===== src/rtl/instruction_fetch_unit.sv =====
// Fetch stage: owns the PC, reads the instruction memory combinationally and
// queues {pc, instr} pairs for decode; redirects flush the queue and reload the PC.
module instruction_fetch_unit #(
  parameter logic [63:0] RESET_PC = 64'h0,
  parameter int unsigned QDEPTH   = 2,
  parameter logic [31:0] NOP      = 32'h00000013
) (
  input  logic        clk,
  input  logic        reset,
  output logic [63:0] Inst_Address,
  input  logic [31:0] Instruction,
  input  logic        redirect,
  input  logic [63:0] redirect_target,
  input  logic        id_ready,
  output logic        id_valid,
  output logic [31:0] id_instruction,
  output logic [63:0] id_pc,
  output logic [31:0] fetch_count
);

  localparam int unsigned PTR_W = (QDEPTH > 1) ? $clog2(QDEPTH) : 1;
  localparam int unsigned CNT_W = PTR_W + 1;
  localparam logic [CNT_W-1:0] FULL_CNT = CNT_W'(QDEPTH);

  typedef struct packed {
    logic [63:0] pc;
    logic [31:0] instr;
  } fq_entry_t;

  fq_entry_t               fifo_q [QDEPTH];
  fq_entry_t               fifo_d [QDEPTH];
  logic [PTR_W-1:0]        rd_ptr_q, rd_ptr_d;
  logic [PTR_W-1:0]        wr_ptr_q, wr_ptr_d;
  logic [CNT_W-1:0]        count_q, count_d;
  logic [63:0]             pc_q, pc_d;
  logic [31:0]             fetch_count_q, fetch_count_d;

  logic      pop;
  logic      fire;
  fq_entry_t head;

  assign head = fifo_q[rd_ptr_q];

  // Redirect masks the head in the same cycle so decode never consumes a
  // wrong-path instruction while the flush is in flight.
  assign id_valid       = (count_q != '0) && !redirect;
  assign id_instruction = id_valid ? head.instr : NOP;
  assign id_pc          = id_valid ? head.pc : 64'h0;
  assign Inst_Address   = pc_q;
  assign fetch_count    = fetch_count_q;

  assign pop  = id_valid && id_ready;
  // A pop frees a slot this cycle, so a full queue can still accept a push.
  assign fire = !redirect && ((count_q < FULL_CNT) || pop);

  always_comb begin
    fifo_d        = fifo_q;
    rd_ptr_d      = rd_ptr_q;
    wr_ptr_d      = wr_ptr_q;
    count_d       = count_q;
    pc_d          = pc_q;
    fetch_count_d = fetch_count_q;

    if (redirect) begin
      rd_ptr_d = '0;
      wr_ptr_d = '0;
      count_d  = '0;
      pc_d     = redirect_target & ~64'h3;
    end else begin
      if (pop) begin
        rd_ptr_d      = rd_ptr_q + PTR_W'(1);
        fetch_count_d = fetch_count_q + 32'd1;
      end
      if (fire) begin
        fifo_d[wr_ptr_q] = '{pc: pc_q, instr: Instruction};
        wr_ptr_d         = wr_ptr_q + PTR_W'(1);
        pc_d             = pc_q + 64'd4;
      end
      case ({fire, pop})
        2'b10:   count_d = count_q + CNT_W'(1);
        2'b01:   count_d = count_q - CNT_W'(1);
        default: count_d = count_q;
      endcase
    end
  end

  always_ff @(posedge clk) begin
    if (reset) begin
      rd_ptr_q      <= '0;
      wr_ptr_q      <= '0;
      count_q       <= '0;
      pc_q          <= RESET_PC;
      fetch_count_q <= '0;
      for (int i = 0; i < int'(QDEPTH); i++) fifo_q[i] <= '0;
    end else begin
      rd_ptr_q      <= rd_ptr_d;
      wr_ptr_q      <= wr_ptr_d;
      count_q       <= count_d;
      pc_q          <= pc_d;
      fetch_count_q <= fetch_count_d;
      fifo_q        <= fifo_d;
    end
  end

endmodule


===== config.mk =====
export PLATFORM = sky130hd
export DESIGN_NAME = instruction_fetch_unit
export DESIGN_NICKNAME = d
export VERILOG_FILES = /design/src/rtl/instruction_fetch_unit.sv
export SDC_FILE = /design/constraint.sdc
export NUM_CORES = 1
export LEC_CHECK = 0
export ABC_AREA = 1
export CORE_MARGIN = 2
export CORE_UTILIZATION = 56
export DETAILED_ROUTE_END_ITERATION = 12
export DONT_BUFFER_PORTS = 1
export HOLD_SLACK_MARGIN = 0.1
export PLACE_DENSITY = 0.74
export SLEW_MARGIN = 5
export SYNTH_ARGS = -nofsm -noshare
export SYNTH_HDL_FRONTEND = slang
export SYNTH_SLANG_ARGS = --single-unit
export TNS_END_PERCENT = 20

===== constraint.sdc =====
create_clock -name clk -period 2.05 [get_ports clk]
set_input_delay 0.41 -clock clk [delete_from_list [all_inputs] [get_ports clk]]
set_output_delay 0.41 -clock clk [all_outputs]
set_load 0.02 [all_outputs]

==> run metrics, run 1 <==
status complete, but fails checks; failing checks negative setup slack; Max transition margin 30.5%; Static Leak 8.05 nW; GRT Util Overall 34.3%; fin area 18600 µm²; DRC 0; final-report hold violation count 0; Final nets 2551; P_int 9.99 mW; die span in y 166 µm; average wire per standard cell 19.2 µm; register area share after synthesis roughly two fifths; clk slew on worst S/H paths 0.06 ns; area share of the leading cell type in the synthesized netlist 39.0%; Comb power frac 12.9%; crit start category flop; fin crit period 2.18 ns; drt initial violations 1749; gr ovfl total 0; Arr. time, crit path 1.77 ns; register bit total from synthesis 286; post-layout util between 70% and 80%; DPL Wire Length 31100 µm; IO buf count 0; Cell variety after synth 43; Fmax achieved around 460 MHz; CTS tree yes; FFs w/ async S/R, synth 0%; RSZ-0062 raised after global routing true; Clock Power Share 42.6%; most used cell, CP nor2_4; FF/Latch Area between 5000 and 6000 µm²; Yosys Warn Count 0; antenna-violating nets left 0; # H-tree levels 1; MaxCap Viol Count 0; fillcell total 2101; area of the mapped netlist roughly 15000 µm²; Worst Hold Class in2reg; Crit Path Category reg2out; sw power 3.64 mW; fin crit share 107%; Routability Congestion 0.971; Starting Density a little under three fifths; Synth Flop Type dfxtp_1; Worst Skew between 0.007 and 0.008 ns; initial antenna violation count 5; TritonRoute pass-1 iters 7; final worst slack -0.134 ns; top cells by area, synth dfxtp_1 (39%), nand2_1 (13%), o21ai_0 (10%), inv_1 (8.7%), a21oi_1 (7.1%); fraction of final layout cells sized beyond drive strength 1 16.5%; Core Rows just under 60; Final Setup Violations 93; CP Cell Sequence nor2_4 -> nor2_4 -> buf_6 -> buf_12 -> buf_16 -> nand2_1 -> inv_2; area of the multi-input gates 7350 µm²; power per cell area 733 nW/µm²; Sequential Power Share 44.5%; setup TNS -5.38 ns; first-pass GRT wire length 77500 µm; CP Capture Type primary output; number of vias per cell 5.71; area growth from synthesis to layout 26.8%; Worst-Skew Late Latency 0.56 ns; DP Area 15700 µm²; pin count of the biggest net entering global routing 73; Post-synth EDFFs 0; CTS Buffer Depth 3; WL final 53900 µm; peak per-stage delay on the critical path ~0.36 ns; CTS Buf Count 30; die area 27500 µm²; synthesized area per cell 6.38 µm²; vias in the first global route 14500; clock sink count 286; Die X 166 µm; slowest CP cell dfxtp_2; Slew Viols, Final 0; core area around 26000 µm²; cell count after synthesis 2301; switching share of power a little over a quarter; largest area contributor in the netlist dfxtp_1; Worst Reg-to-Reg Cells 11; maximum vdd drop approximately 0.95 mV; Root Driver clkbuf_16; Worst Hold Depth 4; Final Power between 10 and 15 mW; worst-path maximum fanout 7; Slew @ Worst Pin 1.04 ns; Ports slightly below 300; required time of the critical path 1.64 ns; total number of vias 16000
## placed cells by master, fill, tap and decap left out, types with 6 or more instances in the layout
master and instances:
nand2_1 484, dfxtp_1 280, nor2_1 258, inv_1 249, o21ai_0 211, a21oi_1 207
buf_4 124, o21ai_1 114, nand3_1 87, inv_2 83, dlygate4sd3_1 65, clkbuf_16 45
o21ai_2 20, nand2_2 19, nor3_1 18, a31oi_1 18, xor2_1 16, nand2_4 15
buf_12 15, inv_4 14, nand4_1 13, clkbuf_8 13, buf_16 13, nor2_2 10
o211ai_1 7, clkinv_2 6
## kinds of logic (layout without fill, tap and decap cells)
kind of cell / after synthesis / after routing / share of synthesized area, %
adders and majority gates: 3 / 3 / 0.256
DFF: 286 / 286 / 39.0
and+or+nand+nor: 923 / 925 / 25.4
buffers and inverters: 474 / 640 / 13.3
other: 1 / 7 / 0.0256
AOI/OAI and AO/OA: 593 / 593 / 20.8
xor gates and xnor gates: 21 / 21 / 1.25
## cells in the mapped netlist (4+ instances only)
cell	number
xnor2_1	5
nand2_1	515
a31oi_1	18
nor3_1	18
a21oi_1	207
nand4_1	13
buf_6	13
nand3_1	88
dfxtp_1	286
o211ai_1	7
buf_2	18
inv_2	5
o21ai_0	293
xor2_1	16
o21ai_1	55
inv_1	340
buf_1	5
clkbuf_1	79
buf_4	12
nand3b_1	4
nor2_1	268
## path summary, 6_finish.rpt
kind | start | end | slack, ns
setup reg to reg | count_q[1] | fifo_q[182] | -0.02
setup / recovery | count_q[1] | id_pc[18] | -0.13
hold reg to reg | fifo_q[159] | fifo_q[159] | 0.44
hold / removal | redirect_target[52] | Inst_Address[52] | 0.12
## area by class of cell
class,count,share of cell area (%)
multi-input combinational,1546,39.5
sequential,286,30.8
timing repair buffer,238,14.4
inverter,346,7.18
clock buffer,46,5.17
tap,335,2.25
clock inverter,10,0.565
antenna,3,0.0404
## timing repair
action                                  in CTS  in global routing
endpoints found under the hold margin      141                  0
hold buffers                                66                  0
endpoints found under the setup margin      95                205
setup buffers                               12                  1
pin swaps                                    8                 17
gates resized for setup                    163                137
gates cloned                                10                 17
## worst max-delay path, delay by kind of cell, from the launching register on
family / cells / cell delay (ns)
flip-flops: 1 / 0.36
buffers and inverters: 4 / 0.57
AND/OR/NAND/NOR: 3 / 0.28
## registers in the layout, indices dropped and copies added, names as in the netlist
name          count
fetch_count      32
wr_ptr_q          1
fifo_q          188
Inst_Address     62
rd_ptr_q          1
count_q           2
## layer usage
metal	share of wire [%]	global-route usage, %	up-vias
met5	0.054	0	-
met4	4.7	12.7	4
met3	10	5.89	170
met2	47	57.2	895
met1	38	44.8	7357
li1	-	-	7616
## stage by stage
| stage | std cells | hold slack [ns] | worst slack (ns) |
|---|---|---|---|
| 2_1_floorplan | 2304 | 0.424 | 0.0216 |
| 3_3_place_gp | 2647 | 0.432 | 0.0970 |
| 3_5_place_dp | 2647 | 0.437 | 0.0401 |
| 4_1_cts | 2791 | 0.103 | -0.0949 |
| 5_1_grt | 2809 | 0.120 | -0.159 |
| 6_report | 2810 | 0.118 | -0.134 |
## power by group through the flow
stage          Combinational, mW  Clock (mW)  Sequential, mW
2_1_floorplan              0.896           0            6.24
3_3_place_gp                1.28           0            6.16
3_5_place_dp                1.32           0            6.17
4_1_cts                     1.58        5.84            6.05
5_1_grt                     1.90        6.06            6.09
6_report                    1.75        5.81            6.07
(Power assumes the default switching activity.)
==> run 2: changes to the inputs <==
SETUP_SLACK_MARGIN = 0.02   (was not set)
==> run 2 against run 1 <==
- the flow still finishes with violations (negative setup slack)
- critical path depth unchanged
- clock-buffer cell count stayed put
- first-iteration DRC count shrank 8.3%
- register-to-register slack better by 0.04 ns
- maximum frequency up 1.1%
==> run metrics, run 2 (synthesized netlist as in run 1, its figures left out) <==
Root Driver clkbuf_16 (unchanged); number of vias per cell 5.64 (was 5.71); Crit Path Category reg2out (unchanged); Slew Viols, Final 0 (unchanged); Routability Congestion 0.971 (unchanged); max reg flops 188 (unchanged); commonest cells after routing, fill and taps aside nand2_1 (461), dfxtp_1 (280), nor2_1 (256) (was nand2_1 (484), dfxtp_1 (280), nor2_1 (258)); status complete, but fails checks (unchanged); initial antenna violation count 4 (was 5); area growth from synthesis to layout 26.7% (was 26.8%); fraction of final layout cells sized beyond drive strength 1 17.3% (was 16.5%); Worst Hold Class in2reg (unchanged); most common cell after layout, fill and taps aside nand2_1 (unchanged); vias in the first global route 14500 (about the same); Ports 293 (unchanged); average wire per standard cell 18.5 µm (was 19.2 µm); area of the multi-input gates 7390 µm² (was 7350 µm²); CP Capture Type primary output (unchanged); gr ovfl total 0 (unchanged); Worst-Skew Late Latency 0.56 ns (about the same); worst-path maximum fanout 7 (unchanged); crit start category flop (unchanged); DRC 0 (unchanged); post-layout util 71.8% (about the same); Starting Density 56.6% (unchanged); clk slew on worst S/H paths 0.06 ns (about the same); die span in y 166 µm (unchanged); GRT Util Overall 34.5% (was 34.3%); drt initial violations 1604 (was 1749); CTS Buf Count 30 (unchanged); Biggest register fifo_q (unchanged); maximum vdd drop 0.865 mV (was 0.952 mV); first-pass GRT wire length 77900 µm (was 77500 µm); Die X 166 µm (unchanged); Fmax achieved 463 MHz (was 458 MHz); Core Rows 59 (unchanged); # H-tree levels 1 (unchanged); fillcell total 2109 (was 2101); final-report hold violation count 0 (unchanged); IO buf count 0 (unchanged); WL final 51900 µm (was 53900 µm); fin crit share 105% (was 107%); CTS Buffer Depth 3 (unchanged); Final nets 2546 (was 2551); Worst Skew 0.0103 ns (was 0.00764 ns); required time of the critical path 1.64 ns (about the same); core area 25900 µm² (unchanged); Slew @ Worst Pin 1.06 ns (was 1.04 ns); power per cell area 731 nW/µm² (was 733 nW/µm²); total number of vias 15800 (was 16000); fin crit period 2.16 ns (was 2.18 ns); MaxCap Viol Count 0 (unchanged); FF/Latch Area 5740 µm² (unchanged); DPL Wire Length 31100 µm (unchanged); TritonRoute pass-1 iters 6 (was 7); antenna-violating nets left 0 (unchanged); failing checks negative setup slack (unchanged); Static Leak 8.00 nW (was 8.05 nW); pin count of the biggest net entering global routing 73 (unchanged); final worst slack -0.111 ns (was -0.134 ns); Arr. time, crit path 1.75 ns (was 1.77 ns); CTS tree yes (unchanged); clock sink count 286 (unchanged); die area 27500 µm² (unchanged); RSZ-0062 raised after global routing true (unchanged); final hold slack 0.118 ns (about the same); Final Setup Violations 89 (was 93); Max transition margin 29.2% (was 30.5%)
==> run 2: final timing paths <==
check                                          from                to  slack (ns)  depth (start not counted)
worst min register to register          fifo_q[105]       fifo_q[105]        0.45                          2
worst min-delay path            redirect_target[60]  Inst_Address[60]        0.12                          4
worst max register to register           count_q[0]       fifo_q[185]        0.02                         11
worst max-delay path                     count_q[0]         id_pc[18]       -0.11                          7
==> run 2: final cells by class <==
cell class,count,share of cell area [%]
Antenna cell,2,0.0269
Clock buffer,46,5.18
Clock inverter,10,0.565
Inverter,346,7.48
Multi-Input combinational cell,1544,39.7
Sequential cell,286,30.8
Tap cell,335,2.25
Timing Repair Buffer,235,13.9
==> run 2: what timing repair did <==
| action | CTS | global route |
|---|---|---|
| gates cloned | 11 | 9 |
| endpoints found under the hold margin | 141 | 0 |
| hold buffers | 66 | 0 |
| pin swaps | 9 | 13 |
| setup buffers | 13 | 2 |
| gates resized for setup | 178 | 148 |
| setup endpoints to repair | 96 | 212 |
==> run 2: stage by stage <==
stage / instance area [µm²] / cells / setup TNS, ns / setup slack [ns] / total power, mW
final: 18600 / 2804 / -5.87 / -0.111 / 13.6
after global placement: 15700 / 2647 / 0 / 0.0970 / 7.45
after global routing: 18600 / 2804 / -10.64 / -0.158 / 14.0
after detailed placement: 15700 / 2647 / 0 / 0.0401 / 7.49
after floorplan: 14700 / 2304 / 0 / 0.0216 / 7.14
after CTS: 18000 / 2793 / -4.46 / -0.0949 / 13.5
==> run 2: critical path, stage by stage, from the launching register on <==
cell     delay [ns]
dfxtp_2        0.35
nor2_4         0.05
nor2_4         0.17
buf_6          0.17
buf_12         0.12
buf_16         0.14
nand2_1        0.07
inv_2          0.10
==> run 2: power by group <==
group	leakage (nW)	switching, mW	internal (mW)
sequential	2.35	0.187	5.88
combinational	5.11	1.09	0.630
clock	0.538	2.32	3.47
total	8.00	3.60	9.98
==> run 2: layer usage <==
| layer | wire [µm] | global-route usage, % | vias up |
|---|---|---|---|
| met5 | 17 | 0 | - |
| met4 | 1870 | 13.4 | 2 |
| met3 | 4840 | 6.22 | 146 |
| met2 | 24400 | 57.3 | 806 |
| met1 | 20800 | 44.9 | 7259 |
| li1 | - | - | 7597 |
==> run 3: changes to the inputs <==
SKIP_LAST_GASP = 1   (was not set)
==> run 3 against run 2 <==
- the run still ends with negative setup slack left
- critical endpoint is now id_instruction[14]
- sequential cell count stayed put
- clock skew decreased by 0.00096 ns
- via count decreased by 0.68%
- largest power group unchanged
- maximum frequency down 0.59%
- final area is 2.4% lower
- first-iteration DRC count about the same
==> run metrics, run 3 (synthesized netlist as in run 1, its figures left out) <==
final-report hold violation count 0 (unchanged); power per cell area 743 nW/µm² (was 731 nW/µm²); fin crit period 2.17 ns (was 2.16 ns); Fmax achieved 460 MHz (was 463 MHz); final worst slack -0.124 ns (was -0.111 ns); Root Driver clkbuf_16 (unchanged); Core Rows 59 (unchanged); IO buf count 0 (unchanged); CP Capture Type primary output (unchanged); vias in the first global route 14400 (was 14500); # H-tree levels 1 (unchanged); required time of the critical path 1.64 ns (about the same); MaxCap Viol Count 0 (unchanged); Slew Viols, Final 0 (unchanged); clock sink count 286 (unchanged); Biggest register fifo_q (unchanged); Final nets 2542 (was 2546); status complete, but fails checks (unchanged); total number of vias 15700 (was 15800); GRT Util Overall 34.3% (was 34.5%); RSZ-0062 raised after global routing true (unchanged); crit start category flop (unchanged); die area 27500 µm² (unchanged); most used cell, CP nand2_1 (was nor2_4); CTS Buf Count 30 (unchanged); Max transition margin 28.9% (was 29.2%); pre-CTS setup slack 0.0401 ns (unchanged); Crit Path Category reg2out (unchanged); failing checks negative setup slack (unchanged); CTS Buffer Depth 3 (unchanged); antenna-violating nets left 0 (unchanged); pin count of the biggest net entering global routing 73 (unchanged); core area 25900 µm² (unchanged); drt initial violations 1603 (was 1604); commonest cells after routing, fill and taps aside nand2_1 (502), dfxtp_1 (283), nor2_1 (263) (was nand2_1 (461), dfxtp_1 (280), nor2_1 (256)); DPL Wire Length 31100 µm (unchanged); slowest CP cell dfxtp_4 (was dfxtp_2); CP delay by family, top flip-flops (was buffers and inverters); most common cell after layout, fill and taps aside nand2_1 (unchanged); clk slew on worst S/H paths 0.06 ns (about the same); Ports 293 (unchanged); Routability Congestion 0.971 (unchanged); number of vias per cell 5.60 (was 5.64); Starting Density 56.6% (unchanged); DRC 0 (unchanged); average wire per standard cell 18.0 µm (was 18.5 µm); first-pass GRT wire length 77200 µm (was 77900 µm); fraction of final layout cells sized beyond drive strength 1 14.3% (was 17.3%); Static Leak 7.81 nW (was 8.00 nW); Final Instance Count excl. Fillers 2802 (was 2804); initial antenna violation count 5 (was 4); Final Setup Violations 87 (was 89); fin crit share 106% (was 105%); maximum vdd drop 0.667 mV (was 0.865 mV); CTS tree yes (unchanged); area growth from synthesis to layout 23.7% (was 26.7%); Worst Path Buf+Inv 3 (was 4); Slew @ Worst Pin 1.06 ns (about the same); Die X 166 µm (unchanged); peak per-stage delay on the critical path 0.47 ns (was 0.35 ns); die span in y 166 µm (unchanged); Worst Skew 0.00930 ns (was 0.0103 ns); final hold slack 0.117 ns (was 0.118 ns); Final Power 13.5 mW (was 13.6 mW); max reg flops 188 (unchanged); gr ovfl total 0 (unchanged); TritonRoute pass-1 iters 6 (unchanged); fillcell total 2196 (was 2109); Worst-Skew Late Latency 0.56 ns (about the same); Worst Hold Class in2reg (unchanged); Cells after DPL 2647 (unchanged); WL final 50300 µm (was 51900 µm); worst-path maximum fanout 7 (unchanged); Arr. time, crit path 1.76 ns (was 1.75 ns); FF-to-FF setup slack -0.01 ns (was 0.02 ns); CP Cell Sequence buf_12 -> buf_16 -> nand2_1 -> o21ai_0 -> nand2_1 -> inv_2 (was nor2_4 -> nor2_4 -> buf_6 -> buf_12 -> buf_16 -> nand2_1 -> inv_2)
-- run 3: cell types whose count changed in the layout (fill, tap and decap cells not counted), sizes merged --
cell,delta
buf,-1
clkbuf,-4
diode,+2
nand2,+1
-- run 3: cell type report --
class	instances	area (µm²)	share of cell area (%)
diodes	4	10.0	0.0551
clock buffers	46	962	5.30
clock inverters	10	105	0.579
inverters	346	1310	7.24
multi-input cells	1545	7160	39.4
flip-flops and latches	286	5730	31.6
well taps	335	419	2.31
repair buffers	230	2450	13.5
-- run 3: per-stage QoR --
step | util (%) | TNS (ns) | cell area (µm²)
floorplan | - | 0 | 14700
global placement | 60.5 | 0 | 15700
detailed placement | 60.5 | 0 | 15700
CTS | 69.3 | -5.56 | 17900
global route | 70.0 | -9.33 | 18100
finish | 70.1 | -4.39 | 18200
-- run 3: repair_timing --
item / in CTS / in global routing
resized for setup: 113 / 70
pin swaps: 5 / 11
endpoints found under the setup margin: 96 / 215
hold buffers: 66 / 0
buffers inserted: 13 / 2
hold endpoints to repair: 141 / 0
cloned: 11 / 6
-- run 3: path summary, 6_finish.rpt --
check              start                 end  cells after the start
max reg2reg   count_q[1]         fifo_q[185]                     11
min             redirect    Inst_Address[46]                      4
max             rd_ptr_q  id_instruction[14]                      6
min reg2reg  fifo_q[153]         fifo_q[153]                      2
-- run 3: worst register-to-register path, delay by kind of cell (launching register included) --
family                 cells  cell delay, ns
AOI/OAI and AO/OA          2            0.36
DFF                        1            0.36
buffers and inverters      4            0.59
and+or+nand+nor            5            0.64
-- run 3: routing by layer --
metal / track usage (%) / vias to the layer above / part of all wire, %
li1: - / 7599 / -
met1: 44.9 / 7223 / 41
met2: 56.6 / 745 / 47
met3: 6.20 / 134 / 8.4
met4: 13.2 / 2 / 3.9
met5: 0 / - / 0.032
-- run 3: report_power, final --
group          switching [mW]  internal, mW
Combinational            1.04         0.595
Sequential              0.183          5.88
Clock                    2.31          3.47
Total                    3.54          9.94
